[src/rtl/inst_encoder.sv]
// RV32I instruction encoder (I/S/B/J formats) with range-checked immediates and an output FIFO.
// Optional macro INST_ENC_ERR_CNT_EN adds a saturating err_count output.
module inst_encoder #(
    parameter int DEPTH = 2,
    parameter int CNT_W = 16
) (
    input  logic             clk,
    input  logic             rst_n,
    input  logic             in_valid,
    output logic             in_ready,
    input  logic [2:0]       fmt,
    input  logic [4:0]       rd,
    input  logic [4:0]       rs1,
    input  logic [4:0]       rs2,
    input  logic [2:0]       funct3,
    input  logic [31:0]      imm,
    output logic             out_valid,
    input  logic             out_ready,
    output logic [31:0]      inst_code,
    output logic             out_err,
    output logic [CNT_W-1:0] enc_count
`ifdef INST_ENC_ERR_CNT_EN
    ,
    output logic [7:0]       err_count
`endif
);

    localparam int AW = (DEPTH > 1) ? $clog2(DEPTH) : 1;
    localparam logic [AW:0] FULL_OCC = (AW+1)'(DEPTH);

    localparam logic signed [31:0] IS_MIN = -32'sd2048;
    localparam logic signed [31:0] IS_MAX = 32'sd2047;
    localparam logic signed [31:0] B_MIN  = -32'sd4096;
    localparam logic signed [31:0] B_MAX  = 32'sd4094;
    localparam logic signed [31:0] J_MIN  = -32'sd1048576;
    localparam logic signed [31:0] J_MAX  = 32'sd1048574;

    localparam logic [31:0] NOP = 32'h0000_0013;

    logic signed [31:0] imm_s;
    logic [31:0]        enc_code;
    logic               enc_err;
    logic               push;
    logic               pop;

    logic [32:0]   mem [DEPTH];
    logic [AW-1:0] wr_ptr;
    logic [AW-1:0] rd_ptr;
    logic [AW:0]   occ;

    assign imm_s = imm;

    // Pack the fields for the selected format; unencodable requests become a NOP flagged as error.
    always_comb begin
        enc_code = '0;
        enc_err  = 1'b0;
        case (fmt)
            3'd0, 3'd1: begin
                enc_err  = (imm_s < IS_MIN) || (imm_s > IS_MAX);
                enc_code = {imm[11:0], rs1, funct3, rd,
                            (fmt == 3'd0) ? 7'b0000011 : 7'b0010011};
            end
            3'd2: begin
                enc_err  = (imm_s < IS_MIN) || (imm_s > IS_MAX);
                enc_code = {imm[11:5], rs2, rs1, funct3, imm[4:0], 7'b0100011};
            end
            3'd3: begin
                enc_err  = (imm_s < B_MIN) || (imm_s > B_MAX) || imm[0];
                enc_code = {imm[12], imm[10:5], rs2, rs1, funct3, imm[4:1], imm[11], 7'b1100011};
            end
            3'd4: begin
                enc_err  = (imm_s < J_MIN) || (imm_s > J_MAX) || imm[0];
                enc_code = {imm[20], imm[10:1], imm[11], imm[19:12], rd, 7'b1101111};
            end
            default: begin
                enc_err = 1'b1;
            end
        endcase
        if (enc_err) begin
            enc_code = NOP;
        end
    end

    assign in_ready  = (occ != FULL_OCC);
    assign out_valid = (occ != '0);
    assign push      = in_valid && in_ready;
    assign pop       = out_valid && out_ready;

    // Storage needs no reset: the head is masked whenever the FIFO is empty.
    assign inst_code = out_valid ? mem[rd_ptr][31:0] : '0;
    assign out_err   = out_valid ? mem[rd_ptr][32]   : 1'b0;

    always_ff @(posedge clk) begin
        if (push) begin
            mem[wr_ptr] <= {enc_err, enc_code};
        end
    end

    always_ff @(posedge clk or negedge rst_n) begin
        if (!rst_n) begin
            wr_ptr <= '0;
            rd_ptr <= '0;
            occ    <= '0;
        end else begin
            if (push) begin
                wr_ptr <= wr_ptr + AW'(1);
            end
            if (pop) begin
                rd_ptr <= rd_ptr + AW'(1);
            end
            case ({push, pop})
                2'b10:   occ <= occ + (AW+1)'(1);
                2'b01:   occ <= occ - (AW+1)'(1);
                default: occ <= occ;
            endcase
        end
    end

    always_ff @(posedge clk or negedge rst_n) begin
        if (!rst_n) begin
            enc_count <= '0;
        end else if (push && (enc_count != '1)) begin
            enc_count <= enc_count + CNT_W'(1);
        end
    end

`ifdef INST_ENC_ERR_CNT_EN
    always_ff @(posedge clk or negedge rst_n) begin
        if (!rst_n) begin
            err_count <= '0;
        end else if (push && enc_err && (err_count != 8'hFF)) begin
            err_count <= err_count + 8'd1;
        end
    end
`endif

endmodule

[config.mk]
export PLATFORM = sky130hd
export DESIGN_NAME = inst_encoder
export DESIGN_NICKNAME = d
export VERILOG_FILES = /design/src/rtl/inst_encoder.sv
export SDC_FILE = /design/constraint.sdc
export NUM_CORES = 1
export LEC_CHECK = 0
export CAP_MARGIN = 15
export CORE_MARGIN = 2
export CORE_UTILIZATION = 50
export DETAILED_ROUTE_END_ITERATION = 16
export GPL_ROUTABILITY_DRIVEN = 0
export HOLD_SLACK_MARGIN = 0.08
export PLACE_DENSITY = 0.82
export SETUP_SLACK_MARGIN = 0.3
export SYNTH_ARGS = -nofsm -noshare
export SYNTH_HDL_FRONTEND = slang
export SYNTH_SLANG_ARGS = --single-unit
[constraint.sdc]
create_clock -name clk -period 7.3 [get_ports clk]
set_input_delay 1.46 -clock clk [delete_from_list [all_inputs] [get_ports clk]]
set_output_delay 1.46 -clock clk [all_outputs]
set_load 0.01 [all_outputs]
==> flow_summary.yaml <==
cts:
  clk_latency_ps: 340
  cts_repair_resize_count: 0
  clk_pin_slew_worst_paths_ps: 80
  cts.htree.levels: 3
  cts_post_setup_buffers_inserted: 0
  number_of_buffers_on_the_longest_clock_path: 2
  cts-buffers-inserted: 9
  cts_root_buffer: "sky130_fd_sc_hd__clkbuf_8"
  tritoncts_num_sinks: 82
  post_cts_hold_buffer_count: 0
  tritoncts: "yes"
timing:
  worst_pin_slew_ps: 944
  timing.setup.tns_ps: 0
  grt_setup_unrepaired: "false"
  finalSetupViolCount: 0
  clk_skew_ps: 5.71
  fin_crit_sh: 0.537
  period_minus_slack_ps: 3920
  worst_slew_margin_rel: 0.371
  hold_ws_ps: 492
  maxClockFrequency_mhz: 255
  hold_violations: 0
  fin_worst_setup_slack_ps: 3380
  maxSlewViolCount: 0
logic_synthesis:
  synth_compound_area_frac: 0.0629
  synthMuxAreaShare: 0.0808
  postSynth.topFlopCell: "sky130_fd_sc_hd__edfxtp_1"
  synthesized_area_per_cell_sq_um: 12.2
  synth_seq_cells: 82
  synth_enable_flop_cells: 62
  postSynth.asyncResetShare: 0.244
  netlist-cell-type-count: 43
  netlist_area_sq_um: 3980
  synthCells: 325
  ys_warn_count: 0
  synthXorXnorAreaFrac: 0.0418
  largest_family_of_logic_cells_by_synthesized_area: "simple AND/OR/NAND/NOR gates"
  synthAdderAreaFrac: 0.00629
  yosys.area_share.simple: 0.188
  seq_area_frac_synth: 0.594
worst_hold_path:
  holdCritStartpoint: "enc_count[9]"
  hold_path.class: "flop to flop"
layout:
  ratio_of_cells_with_drive_above_1_in_the_final_layout: 0.103
  commonest_non_fill_non_tap_cells_in_the_layout: "sky130_fd_sc_hd__clkdlybuf4s50_1 (107), sky130_fd_sc_hd__edfxtp_1 (62), sky130_fd_sc_hd__nor2_1 (38), sky130_fd_sc_hd__mux2i_1 (31), sky130_fd_sc_hd__dfrtp_1 (19)"
  finish.utilization: 0.685
  mostFrequentLayoutCell: "sky130_fd_sc_hd__clkdlybuf4s50_1"
  flow.area_growth_from_synthesis_pct: 33.0
  final_area_sq_um: 5290
  nets: 490
  num_antenna_cells: 0
run_status:
  outcome: "finished clean"
setup_path:
  path_max_fanout: 27
  startpoint_type: "input pin"
  critical-path-top-delay-family: "compound AO/OA/AOI/OAI gates"
  worst_ep_required_time_ps: 7390
  startpoint_of_the_worst_slack_reg_to_reg_timing_path: "occ[0]"
  critical_path_class: "input pin to flop"
  critical_path_cell_by_cell: "clkdlybuf4s50_1 > nor3b_1 > buf_4 > o31ai_1 > o32a_4 > and2b_1"
  worst_ep_arrival_time_ps: 4010
  cpPeakStageDelay_ps: 750
  slowest_stage_cell_on_the_critical_path: "sky130_fd_sc_hd__clkdlybuf4s50_1"
  endpoint_class_of_the_critical_path: "flop"
  crit_path_start: "fmt[2]"
  worstPathBufferInverterCount: 2
drt:
  drc_errors: 0
  highest_layer: "met4"
  finalWirelength_um: 8450
  post_drt_wl_per_cell_um: 15.7
  drt_iter0_markers: 105
  wl_met3_um: 499
  detail_route.vias_per_cell: 5.47
  via_count: 2944
  antenna_left: 0
  dr_wl_met2_um: 4340
  route.layer.met1.wl_um: 3470
  detail_route.first_pass.iterations: 5
floorplanning:
  io_pins: 108
  placementRows: 32
  fp.dieW_um: 93.2
  dieHeight_um: 93.2
  die_area_sq_um: 8690
  initial_core_util: 0.515
  std_cell_core_area_sq_um: 7730
global_route:
  largest_net_degree_at_the_start_of_global_routing: 33
  grt_pass1_vias: 2828
  number_of_antenna_violations_at_the_first_check_in_global_routing: 0
  gr-total-overflow: 0
  groute.usage.overall: 0.196
  global_route_wire_length_before_repair_um: 13100
placed_design:
  numPortBuffers: 107
  pre_cts_slack_ps: 3080
  place.detailed.hpwl_um: 6140
  dpl-instance-area_sq_um: 5130
power_and_ir_drop:
  max-vdd-ir-drop_v: 0.000165
  cellLeakagePower_uw: 0.00194
  power_density_over_cell_area_nw_per_um2: 318
run:
  max_cap_viol_count: 0
registers in the layout, indices dropped and copies added (netlist names):
name       count
rd_ptr         1
wr_ptr         1
enc_count     16
occ            2
mem           62
cells by family after synthesis:
group           count (synthesis)
simple gates                  134
flops                          82
compound gates                 34
mux                            32
buf+inv                        21
xor+xnor                       19
fa+ha+maj                       2
other cells                     1
worst reg2reg max path: stages, from the launching register on:
cell and delay, ps:
sky130_fd_sc_hd__dfrtp_1 440, sky130_fd_sc_hd__nor2_2 140, sky130_fd_sc_hd__buf_4 340, sky130_fd_sc_hd__inv_1 100
sky130_fd_sc_hd__and2_1 200, sky130_fd_sc_hd__ha_1 310, sky130_fd_sc_hd__nor2_1 140, sky130_fd_sc_hd__xor2_1 150
worst paths after layout:
kind	slack, ps	end	cells after the start
setup / recovery	3380	mem[0][29]	6
max in group asynchronous	5110	rd_ptr	1
setup reg to reg	5420	occ[1]	7
hold / removal	490	enc_count[9]	1
min in group asynchronous	1600	enc_count[6]	1
hold reg to reg	490	enc_count[9]	1
synthesized netlist by cell type (all sizes together), types with 8 or more instances:
master  instances  area, sq um
a22oi          10         75.1
nand2           8         30.0
dfrtp          20          500
nand3          12         60.1
edfxtp         62         1860
a21oi          13         68.8
mux2i          31          310
clkbuf         10         37.5
xnor2          13          114
nor2           59          284
nor2b          12         75.1
nand4          10         62.6
metal layers:
metal | vias up | global-route usage
li1 | 1393 | -
met5 | - | 0
met4 | 0 | 0.0821
met1 | 1427 | 0.234
met3 | 12 | 0.0451
met2 | 112 | 0.341
through the flow:
step / std cells / total power, uW
after floorplan: 326 / 1050
after global placement: 522 / 1410
after detailed placement: 522 / 1430
after CTS: 538 / 1700
after global routing: 538 / 1770
final: 538 / 1680
area by class of cell:
| type | instances | area (sq um) |
|---|---|---|
| clock buffers | 10 | 128 |
| clock inverters | 6 | 33.8 |
| fillers | 547 | 2430 |
| inverters | 4 | 15.0 |
| multi-input cells | 223 | 1530 |
| flip-flops and latches | 82 | 2360 |
| well taps | 102 | 128 |
| repair buffers | 111 | 1100 |
power breakdown:
group | internal, uW | switching (uW)
sequential | 623 | 94.8
combinational | 380 | 314
clock | 120 | 153
(Power assumes the default switching activity.)
